[config.mk]
export PLATFORM = sky130hd
export DESIGN_NAME = bin_to_bcd_seq
export DESIGN_NICKNAME = d
export VERILOG_FILES = /design/src/rtl/bin_to_bcd_seq_pkg.sv /design/src/rtl/bin_to_bcd_seq_digit_adj.sv /design/src/rtl/bin_to_bcd_seq.sv
export SDC_FILE = /design/constraint.sdc
export NUM_CORES = 1
export LEC_CHECK = 0
export CORE_UTILIZATION = 58
export DETAILED_ROUTE_END_ITERATION = 8
export PLACE_DENSITY = 0.93
export SYNTH_ARGS = -nofsm -noshare
export SYNTH_HDL_FRONTEND = slang
export SYNTH_SLANG_ARGS = --single-unit
[constraint.sdc]
create_clock -name clk -period 2.5 [get_ports clk]
set_input_delay 0.5 -clock clk [delete_from_list [all_inputs] [get_ports clk]]
set_output_delay 0.5 -clock clk [all_outputs]
set_load 0.01 [all_outputs]
[src/rtl/bin_to_bcd_seq_pkg.sv]
// Shared types and constants for the sequential binary-to-BCD converter.
package bin_to_bcd_seq_pkg;

    typedef enum logic [1:0] {
        IDLE,
        SHIFT,
        DONE
    } state_t;

    typedef logic [3:0] bcd_digit_t;

    localparam bcd_digit_t BCD_BLANK = 4'hF;
    localparam int DIGITS_DEF = 4;

    function automatic int max_val(input int digits);
        int r;
        r = 1;
        for (int i = 0; i < digits; i++) r = r * 10;
        return r - 1;
    endfunction

    localparam int MAX_VAL = max_val(DIGITS_DEF);

endpackage

[src/rtl/bin_to_bcd_seq_digit_adj.sv]
// Double-dabble digit correction: add 3 when the digit is 5 or more.
module bcd_digit_adj
    import bin_to_bcd_seq_pkg::*;
(
    input  logic [3:0] d_i,
    output logic [3:0] d_o
);

    bcd_digit_t d;

    assign d   = d_i;
    assign d_o = (d >= 4'd5) ? d + 4'd3 : d;

endmodule

[src/rtl/bin_to_bcd_seq.sv]
// Shift-and-add-3 binary-to-BCD converter, one bit per clock, start/busy/done.
// Optional leading-zero blanking with BCD_LEADING_BLANK_EN.
module bin_to_bcd_seq
    import bin_to_bcd_seq_pkg::*;
#(
    parameter int BIN_W  = 14,
    parameter int DIGITS = 4
) (
    input  logic                  clk,
    input  logic                  rst,
    input  logic                  start,
    input  logic [BIN_W-1:0]      bin_in,
    output logic                  busy,
    output logic                  done,
    output logic                  overflow,
    output logic [4*DIGITS-1:0]   bcd_out
);

    localparam int SW = 4 * DIGITS;
    localparam int CW = $clog2(BIN_W + 1);
    localparam logic [31:0] MAXV = 32'(max_val(DIGITS));
    localparam logic [SW-1:0] SAT = {DIGITS{4'h9}};

    state_t          state_q, state_d;
    logic [BIN_W-1:0] bin_q, bin_d;
    logic [SW-1:0]   scr_q, scr_d;
    logic [CW-1:0]   cnt_q, cnt_d;
    logic            pend_q, pend_d;
    logic            done_q, done_d;
    logic            ovf_q, ovf_d;
    logic [SW-1:0]   bcd_q, bcd_d;
    logic [SW-1:0]   adj;
    logic [SW-1:0]   fmt;

    for (genvar g = 0; g < DIGITS; g++) begin : g_adj
        bcd_digit_adj u_adj (
            .d_i(scr_q[4*g +: 4]),
            .d_o(adj[4*g +: 4])
        );
    end

    always_comb begin
        fmt = scr_q;
`ifdef BCD_LEADING_BLANK_EN
        begin
            logic lead;
            lead = 1'b1;
            // Walk down from the top digit; unidades is never blanked.
            for (int i = DIGITS - 1; i > 0; i--) begin
                lead = lead && (scr_q[4*i +: 4] == 4'd0);
                if (lead) fmt[4*i +: 4] = BCD_BLANK;
            end
        end
`endif
    end

    always_comb begin
        state_d = state_q;
        bin_d   = bin_q;
        scr_d   = scr_q;
        cnt_d   = cnt_q;
        pend_d  = pend_q;
        done_d  = 1'b0;
        ovf_d   = ovf_q;
        bcd_d   = bcd_q;
        unique case (state_q)
            IDLE, DONE: begin
                state_d = IDLE;
                if (start) begin
                    bin_d   = bin_in;
                    scr_d   = '0;
                    cnt_d   = CW'(BIN_W);
                    pend_d  = 32'(bin_in) > MAXV;
                    state_d = SHIFT;
                end
            end
            SHIFT: begin
                if (cnt_q != '0) begin
                    {scr_d, bin_d} = {adj, bin_q} << 1;
                    cnt_d = cnt_q - 1'b1;
                end else begin
                    state_d = DONE;
                    done_d  = 1'b1;
                    ovf_d   = pend_q;
                    bcd_d   = pend_q ? SAT : fmt;
                end
            end
            default: state_d = IDLE;
        endcase
    end

    always_ff @(posedge clk or posedge rst) begin
        if (rst) begin
            state_q <= IDLE;
            bin_q   <= '0;
            scr_q   <= '0;
            cnt_q   <= '0;
            pend_q  <= 1'b0;
            done_q  <= 1'b0;
            ovf_q   <= 1'b0;
            bcd_q   <= '0;
        end else begin
            state_q <= state_d;
            bin_q   <= bin_d;
            scr_q   <= scr_d;
            cnt_q   <= cnt_d;
            pend_q  <= pend_d;
            done_q  <= done_d;
            ovf_q   <= ovf_d;
            bcd_q   <= bcd_d;
        end
    end

    assign busy     = (state_q == SHIFT);
    assign done     = done_q;
    assign overflow = ovf_q;
    assign bcd_out  = bcd_q;

endmodule
==> out/qor.yml <==
drc: 0
avgViaCountPerCell: 5.754
synth_area_mm2: 0.002581
coreArea_mm2: 0.004144
start_util_pct: 62.29
skew_ps: 11.58
synth_top_family_by_area: "compound AO/OA/AOI/OAI gates"
cts_root_buf: "clkbuf_8"
cts_buffers: 5
grt_max_degree: 56
leakage_nw: 1.437
layout_setup_ws_ps: 355.2
seq_area_frac_synth_pct: 53.32
cts_setup_buffers: 0
rsz0062_at_grt: "false"
worstPathArrival_ps: 1640
initialDrtViolationCount: 124
dp_hpwl_um: 3491
slew_violations: 0
critPathKind: "reg2out"
dieArea_mm2: 0.004721
finalCriticalPeriod_ps: 2145
ys_ff_latch: 55
clk_path_buf_depth: 2
startpoint_type: "register"
drt.antenna.violating_nets: 0
yosysMostFrequentCell: "nand2_1"
path_max_fanout: 7
finalCritPeriodShare_pct: 85.79
synth_top_area_cell: "dfrtp_1"
dp_slack_ps: 359.4
ys_top_cells_by_area: "dfrtp_1, nand2_1, ha_1"
cts_tree: "done"
portBuffers: 35
synthDistinctLibCells: 35
synth-main-ff-cell: "dfrtp_1"
r2r_setup_slack_ps: 480
whs_endpoint: "bcd_out[2]"
slowest_delay_ps: 600
synthCells: 259
grtUsageTotal_pct: 24.36
finalSetupViolCount: 0
postSynthNetCount: 286
drive_above_1_share_pct: 6.441
tightest_slew_ps: 695.2
r2r-end: "bin_q[9]"
worst-path-stages: 3
vdd_drop_max_mv: 0.6169
firstDrtPassIters: 4
ys_top_cells_by_count: "nand2_1, dfrtp_1, a31oi_1, nor2_1, inv_1"
routed_wl_um: 5087
antenna_found_initial: 0
overflow: 0
place_congestion: 0.7598
p_per_area_mw_per_mm2: 1226
cts_resized: 0
avgSynthCellArea_um2: 9.966
holdPathStages: 2
hold_path_class: "reg2reg"
clkLatencyLatePin_ps: 310
dieHeight_um: 68.71
required_ps: 2000
path_buf_inv: 2
cap_violations: 0
end_kind: "output port"
fin_util_pct: 73.46
cp_slowest_cell: "clkdlybuf4s50_1"
report.final.hold_viol_count: 0
grt_pass1_vias: 1909
vias: 1985
io_pins: 36
cp_top_family: "buffers and inverters"
ctsHoldBuffers: 0
status: "completed"
yosys.area_share.simple_pct: 15.75
grt_pass1_wl_um: 8431
ys_warn_count: 0
n_antenna_cell: 0
synth-adder-area-share_pct: 4.847
max_freq_mhz: 466.2
area_growth_pct: 17.94
cts_sinks: 55
synthMuxAreaShare_pct: 1.551
total_power_w: 0.003731
synth_compound_area_share_pct: 16.67
r2r-start: "cnt_q[0]"
synth_xor_area_share_pct: 2.375
wl_per_cell_um: 14.74
die_x_um: 68.71
rows: 23
finalSetupTns_ps: 0
synth_top_area_share_pct: 53.32
worstPathCellList: "nand2b_1 > inv_1 > clkdlybuf4s50_1"
synth_edf_count: 0
slew_headroom_pct: 53.48
hp-start: "bcd_out[2]"
fin_nets: 322
htreeDepth: 2
synth-async-reset-ratio_pct: 100.0
r2r_cells: 8
clkTransAtPathRegs_ps: 90
-- state kept, by name (all words and copies together), names as in the netlist --
register and flops:
bcd_out 16, fmt 16, bin_q 14, cnt_q 4
state_q 2, done 1, overflow 1, pend_q 1
-- cell usage in the layout, fill, tap and decap left out, types with 3 or more instances in the layout --
master           synthesis  layout
nand2_1                 62      62
dfrtp_1                 55      55
clkdlybuf4s50_1          0      35
nor2_1                  16      16
a31oi_1                 16      16
inv_1                   14      13
o21ai_0                 12      12
ha_1                    10      10
nand2b_1                 6       6
o31ai_1                  6       6
clkbuf_8                 1       6
buf_4                    2       6
a22o_1                   5       5
a21oi_1                  4       4
xnor2_1                  4       4
o22ai_1                  4       4
mux2i_1                  4       4
a32o_1                   4       4
nand3b_1                 4       4
xor2_1                   3       3
o32ai_1                  3       3
-- worst max-delay path by stage --
stage	startpoint	end	slack, ps
5_1_grt	state_q[1]	busy	290
3_3_place_gp	start	bin_q[10]	440
3_5_place_dp	start	fmt[7]	360
6_report	state_q[1]	busy	360
2_1_floorplan	rst	bcd_out[0]	660
4_1_cts	state_q[1]	busy	340
-- kinds of logic after synthesis --
logic type | after synthesis
adder cells (fa/ha/maj) | 10
AND/OR/NAND/NOR | 95
AO/OA/AOI/OAI | 61
multiplexers | 4
flip-flops | 55
buffers and inverters | 27
XOR/XNOR | 7
-- layout make-up --
type                    count  area [um2]
inverters                  15       58.81
repair buffers             41       395.4
fillers                   310        1100
well taps                  50       62.56
multi-input cells         177        1064
flip-flops and latches     55        1376
clock buffers               6       82.58
clock inverters             1       5.005
-- power by group --
group | internal, W | switching (W) | total [W] | leakage (nW)
sequential | 0.00126 | 0.000289 | 0.00155 | 0.690
combinational | 0.000775 | 0.000915 | 0.00169 | 0.700
clock | 0.000218 | 0.000274 | 0.000492 | 0.0470
total | 0.00225 | 0.00148 | 0.00373 | 1.44
-- worst reg2reg max path: cells and delay by family, from the launching register on --
| family | cells | cell delay, ps |
|---|---|---|
| adders and majority gates | 1 | 170 |
| DFF | 1 | 420 |
| AOI/OAI and AO/OA | 2 | 310 |
| and+or+nand+nor | 2 | 510 |
| buffers and inverters | 3 | 510 |
-- metrics by stage --
step | std cells | instance area (um2) | hold WS [ps]
final | 345 | 3044 | 475.0
after global placement | 338 | 2957 | 449.4
after floorplan | 259 | 2581 | 465.9
after CTS | 345 | 3044 | 476.1
after detailed placement | 338 | 2957 | 455.2
after global routing | 345 | 3044 | 514.3
-- per-layer routing --
metal  track usage [%]  up-vias  wire length [um]
li1                  -      962                 -
met1             28.60      937              2219
met2             41.79       70              2486
met3             6.908       16               270
met4             9.949        0               110
met5                 0        -                 0
No activity file was read; power rests on OpenSTA's default activity.
